--- src/rtl/sat_share_ctrl_pkg.sv ---
// rtl/sat_share_ctrl_pkg.sv - shared types and constants for the saturation-engine share controller
// Contents: FSM state type, engine data width, engine clamp limit.
package sat_ctrl_pkg;

  typedef enum logic [1:0] {
    IDLE  = 2'd0,
    ISSUE = 2'd1,
    WAIT  = 2'd2
  } sat_ctrl_state_t;

  localparam int SAT_DW = 8;
  localparam logic [SAT_DW-1:0] SAT_LIMIT = 8'd200;

endpackage

--- src/rtl/sat_share_ctrl_if.sv ---
// rtl/sat_share_ctrl_if.sv - requester and engine handshake bundle for sat_share_ctrl
// Requester side: req_valid, req_data, req_ready, rsp_valid, rsp_data, rsp_err.
// Engine side:    eng_valid, eng_din, eng_ready, eng_dout.
// Modports: slave = controller view, master = requesters plus engine view.
interface sat_share_ctrl_if
  import sat_ctrl_pkg::*;
#(
  parameter int N_REQ = 4,
  parameter int DW    = SAT_DW
);

  logic [N_REQ-1:0]    req_valid;
  logic [N_REQ*DW-1:0] req_data;
  logic [N_REQ-1:0]    req_ready;
  logic [N_REQ-1:0]    rsp_valid;
  logic [DW-1:0]       rsp_data;
  logic                rsp_err;
  logic                eng_valid;
  logic [DW-1:0]       eng_din;
  logic                eng_ready;
  logic [DW-1:0]       eng_dout;

  modport slave (
    input  req_valid, req_data, eng_ready, eng_dout,
    output req_ready, rsp_valid, rsp_data, rsp_err, eng_valid, eng_din
  );

  modport master (
    output req_valid, req_data, eng_ready, eng_dout,
    input  req_ready, rsp_valid, rsp_data, rsp_err, eng_valid, eng_din
  );

endinterface

--- src/rtl/sat_share_ctrl_arb.sv ---
// rtl/sat_share_ctrl_arb.sv - combinational round-robin winner select
// Ports: req_valid (in) pending requests, ptr (in) highest-priority index,
//        winner (out) selected index, onehot (out) one-hot of winner, any (out) some request pending.
module sat_rr_arb
  import sat_ctrl_pkg::*;
#(
  parameter int  N_REQ = 4,
  localparam int PW    = (N_REQ > 1) ? $clog2(N_REQ) : 1
) (
  input  logic [N_REQ-1:0] req_valid,
  input  logic [PW-1:0]    ptr,
  output logic [PW-1:0]    winner,
  output logic [N_REQ-1:0] onehot,
  output logic             any
);

  always_comb begin
    int          idx;
    logic [PW-1:0] cand;
    winner = '0;
    onehot = '0;
    any    = 1'b0;
    idx    = 0;
    cand   = '0;
    // Scan ptr, ptr+1, ... wrapping at N_REQ; the first hit wins.
    for (int k = 0; k < N_REQ; k++) begin
      idx = int'(ptr) + k;
      if (idx >= N_REQ) idx = idx - N_REQ;
      cand = PW'(idx);
      if (!any && req_valid[cand]) begin
        any    = 1'b1;
        winner = cand;
      end
    end
    if (any) onehot[winner] = 1'b1;
  end

endmodule

--- src/rtl/sat_share_ctrl.sv ---
// rtl/sat_share_ctrl.sv - round-robin sharing of one saturation engine among N_REQ requesters
// Ports: clk, rst (async active-low), bus (slave modport: requests, responses, engine handshake),
//        busy (state != IDLE), grant_id (current or last winner).
module sat_share_ctrl
  import sat_ctrl_pkg::*;
#(
  parameter int  N_REQ   = 4,
  parameter int  DW      = SAT_DW,
  parameter int  TIMEOUT = 16,
  localparam int PW      = (N_REQ > 1) ? $clog2(N_REQ) : 1,
  localparam int TW      = $clog2(TIMEOUT)
) (
  input  logic                  clk,
  input  logic                  rst,
  sat_share_ctrl_if.slave       bus,
  output logic                  busy,
  output logic [PW-1:0]         grant_id
);

  sat_ctrl_state_t  state;
  logic [PW-1:0]    ptr;
  logic [PW-1:0]    winner;
  logic [PW-1:0]    next_ptr;
  logic [N_REQ-1:0] win_oh;
  logic             any_req;
  logic             seen_low;
  logic [TW-1:0]    timer;
  logic             done_ok;
  logic             abort;

  sat_rr_arb #(.N_REQ(N_REQ)) u_arb (
    .req_valid (bus.req_valid),
    .ptr       (ptr),
    .winner    (winner),
    .onehot    (win_oh),
    .any       (any_req)
  );

  // Accept only when the engine is idle-ready; gated by rst so nothing is offered during reset.
  assign bus.req_ready = (rst && state == IDLE && bus.eng_ready) ? win_oh : '0;
  assign bus.eng_valid = (state == ISSUE);
  assign busy          = (state != IDLE);

  // The engine answers only after a low phase on Ready, so a Ready still high from the
  // latch edge is not mistaken for the result.
  assign done_ok  = (state == WAIT) && seen_low && bus.eng_ready;
  assign abort    = (state == ISSUE || state == WAIT) && (timer == TW'(TIMEOUT - 1)) && !done_ok;
  assign next_ptr = (int'(grant_id) == N_REQ - 1) ? '0 : grant_id + 1'b1;

  always_ff @(posedge clk or negedge rst) begin
    if (!rst) begin
      state         <= IDLE;
      ptr           <= '0;
      grant_id      <= '0;
      bus.rsp_valid <= '0;
      bus.rsp_err   <= 1'b0;
      bus.rsp_data  <= '0;
      bus.eng_din   <= '0;
      timer         <= '0;
      seen_low      <= 1'b0;
    end else begin
      bus.rsp_valid <= '0;
      bus.rsp_err   <= 1'b0;
      case (state)
        IDLE: begin
          if (any_req && bus.eng_ready) begin
            bus.eng_din <= bus.req_data[int'(winner)*DW +: DW];
            grant_id    <= winner;
            timer       <= '0;
            seen_low    <= 1'b0;
            state       <= ISSUE;
          end
        end
        ISSUE: begin
          timer <= timer + 1'b1;
          if (bus.eng_ready) state <= WAIT;
        end
        WAIT: begin
          timer <= timer + 1'b1;
          if (!bus.eng_ready) seen_low <= 1'b1;
        end
        default: state <= IDLE;
      endcase
      // Finishing a transaction overrides the per-state updates above.
      if (done_ok || abort) begin
        bus.rsp_valid <= N_REQ'(1) << grant_id;
        bus.rsp_err   <= abort;
        bus.rsp_data  <= done_ok ? bus.eng_dout : '0;
        ptr           <= next_ptr;
        seen_low      <= 1'b0;
        state         <= IDLE;
      end
    end
  end

endmodule
--- src/flat_wrapper.sv ---
// flat-port wrapper written by rule: the top's interface ports become plain ports
module sat_share_ctrl_flat import sat_ctrl_pkg::*;
#(
  parameter int  N_REQ   = 4,
  parameter int  DW      = SAT_DW,
  parameter int  TIMEOUT = 16,
  localparam int PW      = (N_REQ > 1) ? $clog2(N_REQ) : 1,
  localparam int TW      = $clog2(TIMEOUT)
)
  (clk, rst, busy, grant_id, bus_req_valid, bus_req_data, bus_eng_ready, bus_eng_dout, bus_req_ready, bus_rsp_valid, bus_rsp_data, bus_rsp_err, bus_eng_valid, bus_eng_din);
  sat_share_ctrl_if #(.N_REQ(N_REQ), .DW(DW)) bus_i ();
  input  logic clk;
  input  logic rst;
  output logic busy;
  output logic [PW-1:0] grant_id;
  input wire logic [$bits(bus_i.req_valid)-1:0] bus_req_valid;
  input wire logic [$bits(bus_i.req_data)-1:0] bus_req_data;
  input wire logic [$bits(bus_i.eng_ready)-1:0] bus_eng_ready;
  input wire logic [$bits(bus_i.eng_dout)-1:0] bus_eng_dout;
  output wire logic [$bits(bus_i.req_ready)-1:0] bus_req_ready;
  output wire logic [$bits(bus_i.rsp_valid)-1:0] bus_rsp_valid;
  output wire logic [$bits(bus_i.rsp_data)-1:0] bus_rsp_data;
  output wire logic [$bits(bus_i.rsp_err)-1:0] bus_rsp_err;
  output wire logic [$bits(bus_i.eng_valid)-1:0] bus_eng_valid;
  output wire logic [$bits(bus_i.eng_din)-1:0] bus_eng_din;
  assign bus_i.req_valid = bus_req_valid;
  assign bus_i.req_data = bus_req_data;
  assign bus_i.eng_ready = bus_eng_ready;
  assign bus_i.eng_dout = bus_eng_dout;
  assign bus_req_ready = bus_i.req_ready;
  assign bus_rsp_valid = bus_i.rsp_valid;
  assign bus_rsp_data = bus_i.rsp_data;
  assign bus_rsp_err = bus_i.rsp_err;
  assign bus_eng_valid = bus_i.eng_valid;
  assign bus_eng_din = bus_i.eng_din;
  sat_share_ctrl #(.N_REQ(N_REQ), .DW(DW), .TIMEOUT(TIMEOUT)) u_core (.clk(clk), .rst(rst), .bus(bus_i), .busy(busy), .grant_id(grant_id));
endmodule
--- config.mk ---
export PLATFORM = sky130hd
export DESIGN_NAME = sat_share_ctrl_flat
export DESIGN_NICKNAME = d
export VERILOG_FILES = /design/src/rtl/sat_share_ctrl_pkg.sv /design/src/rtl/sat_share_ctrl_if.sv /design/src/rtl/sat_share_ctrl_arb.sv /design/src/rtl/sat_share_ctrl.sv /design/src/flat_wrapper.sv
export SDC_FILE = /design/constraint.sdc
export NUM_CORES = 1
export LEC_CHECK = 0
export CORE_MARGIN = 4
export CORE_UTILIZATION = 40
export DETAILED_ROUTE_END_ITERATION = 16
export PLACE_DENSITY = 0.82
export SYNTH_ARGS = -nofsm -noshare
export SYNTH_HDL_FRONTEND = slang
export SYNTH_SLANG_ARGS = --single-unit
--- constraint.sdc ---
create_clock -name clk -period 4.2 [get_ports clk]
set_input_delay 1.26 -clock clk [delete_from_list [all_inputs] [get_ports clk]]
set_output_delay 1.26 -clock clk [all_outputs]
set_load 0.01 [all_outputs]
Word-level counts from Yosys, hierarchy flattened
Index checks and enable logic that the tools add are counted.
{ "totals": {"ff_bits": 32, "input_bits": 47, "output_inout_bits": 29, "wordCells": 103} }
{ "classes": {"add_sub_neg": 9, "n_lt_le_gt_ge": 10, "eq_ne": 9, "shift": 2, "mux": 38, "reduce_logical": 26} }
{ "ops": {"columns": ["cell", "n"], "rows": [
  ["32-bit by 6-bit indexed part select with 8-bit output", 1],
  ["2-bit 2-to-1 mux", 12],
  ["4-bit 2-to-1 mux", 4],
  ["2-bit by 3-bit < comparator with 1-bit output (second input constant)", 5],
  ["1-bit 2-to-1 mux", 13],
  ["1-bit logical AND", 11],
  ["3-bit >= comparator (second input constant)", 3],
  ["1-bit binary-select mux with 2-bit select", 4],
  ["8-bit 2-to-1 mux", 1],
  ["4-bit one-hot mux with 2 select lines", 1],
  ["2-bit by 1-bit subtractor with 2-bit output (second input constant)", 4],
  ["2-bit by 2-bit adder with 3-bit output (second input constant)", 2],
  ["3-bit inequality test (second input constant)", 2],
  ["2-bit one-hot mux with 3 select lines", 1],
  ["3-bit AND reduction", 2],
  ["4-bit by 1-bit adder with 4-bit output (second input constant)", 1],
  ["2-bit by 1-bit == test with 1-bit output (second input constant)", 2],
  ["4-bit == test (second input constant)", 1],
  ["1-bit logical NOT", 4],
  ["2-bit inequality test (second input constant)", 2],
  ["2-bit AND reduction", 2],
  ["2-bit nonzero test", 2],
  ["1-bit by 2-bit << shifter with 4-bit output (first input constant)", 1],
  ["2-bit by 1-bit adder with 3-bit output (second input constant)", 1],
  ["other kinds (11)", 12]
]} }

Longest topological paths before layout
{ "depth": {"word_depth": 20, "mapped_depth": 8} }

By module
Synthesis repeated with hierarchy kept, for this count alone.
{ "hier_totals": {"hier_cells": 158, "area_unflattened_um2": 1814.2} }
{ "modules_own_cells": {"columns": ["module", "instances", "cells_each", "area_per_inst_um2", "seq_area_each_um2"], "rows": [
  ["sat_share_ctrl", 1, 125, 1602.8, 800.8],
  ["sat_rr_arb", 1, 33, 211.5, 0.0]
]} }

Worst setup path after synthesis
OpenSTA, ideal clock, no wires.
{ "synth_timing": {"kind": "input -> output", "from": "input bus_req_valid[2]", "to": "output bus_req_ready[1]", "t_arrival_ns": 2.511, "path_slack_ns": 0.429, "cell_stages": 7, "path_buffers": 2, "cell_sequence": "mux2i_1 > nor2_2 > a311o_1 > buf_6 > buf_6 > or2_1 > nor2_1"} }
{ "synth_between": {"elab_chain_len": 18} }
{ "synth_rtl": {"columns": ["element", "line_no", "text"], "rows": [
  ["start, declared", "flat_wrapper.sv:16", "input wire logic [$bits(bus_i.req_valid)-1:0] bus_req_valid;"],
  ["1-bit binary-select mux with 2-bit select", "sat_share_ctrl_arb.sv:30", "if (!any && req_valid[cand]) begin"],
  ["1-bit 2-to-1 mux (implied by the code)", "sat_share_ctrl_arb.sv:30", null],
  ["1-bit 2-to-1 mux", "sat_share_ctrl_arb.sv:30", null],
  ["1-bit logical NOT", "sat_share_ctrl_arb.sv:30", null],
  ["1-bit logical AND", "sat_share_ctrl_arb.sv:30", null],
  ["1-bit 2-to-1 mux", "sat_share_ctrl_arb.sv:30", null],
  ["1-bit logical NOT", "sat_share_ctrl_arb.sv:30", null],
  ["1-bit logical AND", "sat_share_ctrl_arb.sv:30", null],
  ["(+2 left out)", null, null],
  ["1-bit logical AND", "sat_share_ctrl_arb.sv:30", null],
  ["2-bit 2-to-1 mux", "sat_share_ctrl_arb.sv:30", null],
  ["2-bit by 3-bit < comparator with 1-bit output (implied by the code) or 2-bit by 1-bit >= comparator with 1-bit output (tied branches)", "sat_share_ctrl_arb.sv:35", "if (any) onehot[winner] = 1'b1;"],
  ["1-bit logical AND (implied by the code)", "sat_share_ctrl_arb.sv:35", null],
  ["1-bit 2-to-1 mux (implied by the code)", "sat_share_ctrl_arb.sv:35", null],
  ["1-bit demux with 2-bit select", "sat_share_ctrl_arb.sv:35", null],
  ["4-bit 2-to-1 mux (*)", "sat_share_ctrl_arb.sv:35", null],
  ["4-bit 2-to-1 mux (*)", "sat_share_ctrl.sv:40", "assign bus.req_ready = (rst && state == IDLE && bus.eng_ready) ? win_oh : '0;"],
  ["end, declared", "flat_wrapper.sv:20", "output wire logic [$bits(bus_i.req_ready)-1:0] bus_req_ready;"]
]} }
Mark *: on every way between the ends. The rest lies on a longest branch, timed or not. The select of a mux whose other input is x is not followed.

Final worst setup path
{ "layout_timing": {"from": "input bus_req_valid[1]", "to": "output bus_req_ready[1]"} }
Same word-level chain as after synthesis.

==> impl_metrics.ini <==
[synth]
seq_area_frac_synth = 0.450
ys_warn_count = 0
yosysTopAreaCell = dfrtp_1
synth_area_sq_um = 1780
ys.flop_type = dfrtp_1
synth_most_common_cell = dfrtp_1
synth-edff-count = 0
yosysUniqueCellTypes = 35
async_reset_ff_frac = 1.00
synth_seq_cells = 32
ys_top_cells_by_count = dfrtp_1 (32), nand2_1 (17), a211oi_1 (16), nor2_1 (16)
synth.area.top_cells = dfrtp_1 (45%), a211oi_1 (6.8%), ha_1 (6.3%), mux2i_1 (5.6%), a22o_1 (4.9%)
syn_nets = 231
synth_top_area_frac = 0.450
synthCells = 175
avgSynthCellArea_sq_um = 10.2

[sta]
finalMaxSlewViolations = 0
post-route-period-util = 0.960
finalSetupViolations = 0
finClkSkew_ps = 9.41
worst_pin_slew_ps = 723
slew_headroom = 0.516
holdWs_ps = 503
grt_setup_unrepaired = false
fin_ws_ps = 169
timing.fmax_ghz = 0.248
final_hold_viol_count = 0
period_needed_ps = 4030

[global_route]
grt_max_degree = 31
grt_overflow = 0
grt_antenna_before_repair = 0
grtUsageTotal = 0.196
grt_pass1_wl_mm = 8.18
grt_pass1_vias = 1773

[placement]
post-place-cells = 310
pre_cts_slack_ps = -299
portBuffers = 75
hpwl_mm = 3.96
place.gp.congestion = 0.864

[clock_tree]
clock_path_buffers = 2
cts_tree = done
cts_buffers = 5
clock_sinks = 32
cts_hold_buf = 0
clkTransAtPathRegs_ps = 60
clk_latency_ps = 280
cts.htree.levels = 2
root_buffer = clkbuf_8

[drt]
final_antenna_net_count = 0
vias_per_cell = 5.19
vias = 1652
drt-total-wl_mm = 5.04
drc = 0
wl_per_cell_um = 15.9
drt_pass1_iterations = 4
drt_iter0_drc = 96

[power]
powerDensity_nw_per_um2 = 599
seq_power_share = 0.325
p_sw_frac = 0.369
cellLeakagePower_nw = 1.29
internal_power_mw = 1.05
p_sw_mw = 0.612
irDropWorstVdd_mv = 0.348
power_mw = 1.66
combinationalPowerShare = 0.528
clockPowerShare = 0.147

[setup_path]
critPathKind = in -> out
cp_slowest_stage_delay_ps = 520
crit_slowest_cell = or4_4
cp_cell_sequence = dlygate4sd2_1, or4_4, and3_4, nand2_1, or2_1, nor2_1, dlygate4sd2_1
critPathArrivalTime_ps = 2770
cp_max_fo = 4
critPathTopFamily = simple AND/OR/NAND/NOR gates
crit_buf_inv = 2
endpoint_kind = primary output
start_kind = primary input
required_ps = 2940
cp_common_cell = dlygate4sd2_1

[floorplan]
rows = 23
ios = 76
core-area_sq_um = 4140
die-height_um = 74.7
die_x_um = 74.7
initial_core_util = 0.429
dieArea_sq_um = 5580

[finish]
area_delta_synth_final_pct = 55.5
layout.cells.non_filler = 318
drive_gt1_frac = 0.123
n_antenna_cell = 0
final_nets = 323
finalCoreUtilization = 0.667

[min_path]
hp-class = reg -> reg

[run]
drv_cap = 0

[status]
status = completed
state kept, by name (all words and copies together) (netlist names):
name                  flops
u_core.bus.rsp_valid      4
u_core.bus.rsp_data       8
u_core.bus.rsp_err        1
u_core.state              2
u_core.ptr                2
u_core.timer              4
u_core.seen_low           1
u_core.bus.eng_din        8
u_core.grant_id           2
logic make-up (layout without fill, tap and decap cells):
group                    Yosys count  in the layout  share of synthesized area
AND/OR/NAND/NOR                   61             61                      0.167
flip-flops                        32             32                      0.450
buffers and inverters             14            107                     0.0436
AO/OA/AOI/OAI                     47             47                      0.207
adder cells (fa/ha/maj)            9              9                     0.0633
multiplexers                      12             12                     0.0690
area by class of cell:
class	count	area, sq um
Fill cell	347	1380
Multi-Input combinational cell	129	911
Timing Repair Buffer	91	866
Sequential cell	32	801
Clock buffer	7	86.3
Tap cell	50	62.6
Inverter	8	30.0
Clock inverter	1	7.51
layout by cell type (no fill, tap or decap), types with 3 or more instances in the layout:
cell	n
buf_4	16
nor2b_1	6
a21oi_1	5
a211oi_1	16
nor2_1	16
ha_1	9
a22o_1	10
mux2i_1	10
nand2_1	17
a21o_1	4
o21ai_0	3
dlygate4sd2_1	6
inv_1	8
nand2b_1	3
clkdlybuf4s50_1	67
dfrtp_1	32
nor3_1	8
clkbuf_8	6
path summary, 6_finish.rpt:
check | from | end | slack [ps] | cells past startpoint
min | u_core.bus.rsp_data[7] | u_core.bus.rsp_data[7] | 500 | 1
min in group asynchronous | rst | u_core.bus.eng_din[2] | 1310 | 2
min reg2reg | u_core.bus.rsp_data[7] | u_core.bus.rsp_data[7] | 500 | 1
max reg2reg | u_core.ptr[0] | u_core.bus.eng_din[3] | 2120 | 6
max | bus_req_valid[1] | bus_req_ready[1] | 170 | 7
max in group asynchronous | rst | u_core.bus.rsp_data[0] | 2490 | 2
routing by layer:
layer | vias to the layer above | GRT usage | wire length (um)
met4 | 0 | 0.0751 | 106
met2 | 57 | 0.334 | 2570
met1 | 767 | 0.240 | 2040
met5 | - | 0 | 0
met3 | 8 | 0.0507 | 330
li1 | 820 | - | -
power by group through the flow:
stage               sequential (mW)  combinational, mW  clock, mW
floorplan                     0.565              0.464          0
global placement              0.538              0.860          0
detailed placement            0.540              0.878          0
CTS                           0.538              0.883      0.252
global route                  0.558              0.966      0.261
finish                        0.539              0.875      0.243
through the flow:
stage,setup TNS [ps],instance area (sq um)
after floorplan,0,1780
after global placement,-912,2660
after detailed placement,-1110,2660
after CTS,0,2760
after global routing,0,2760
final,0,2760
repair_timing:
item / 4_1_cts / 5_1_grt
cloned: 0 / 0
pin swaps: 0 / 1
buffers inserted: 0 / 0
setup endpoints to repair: 4 / 1
resized for setup: 9 / 2
Power figures use the tool's default switching activity.
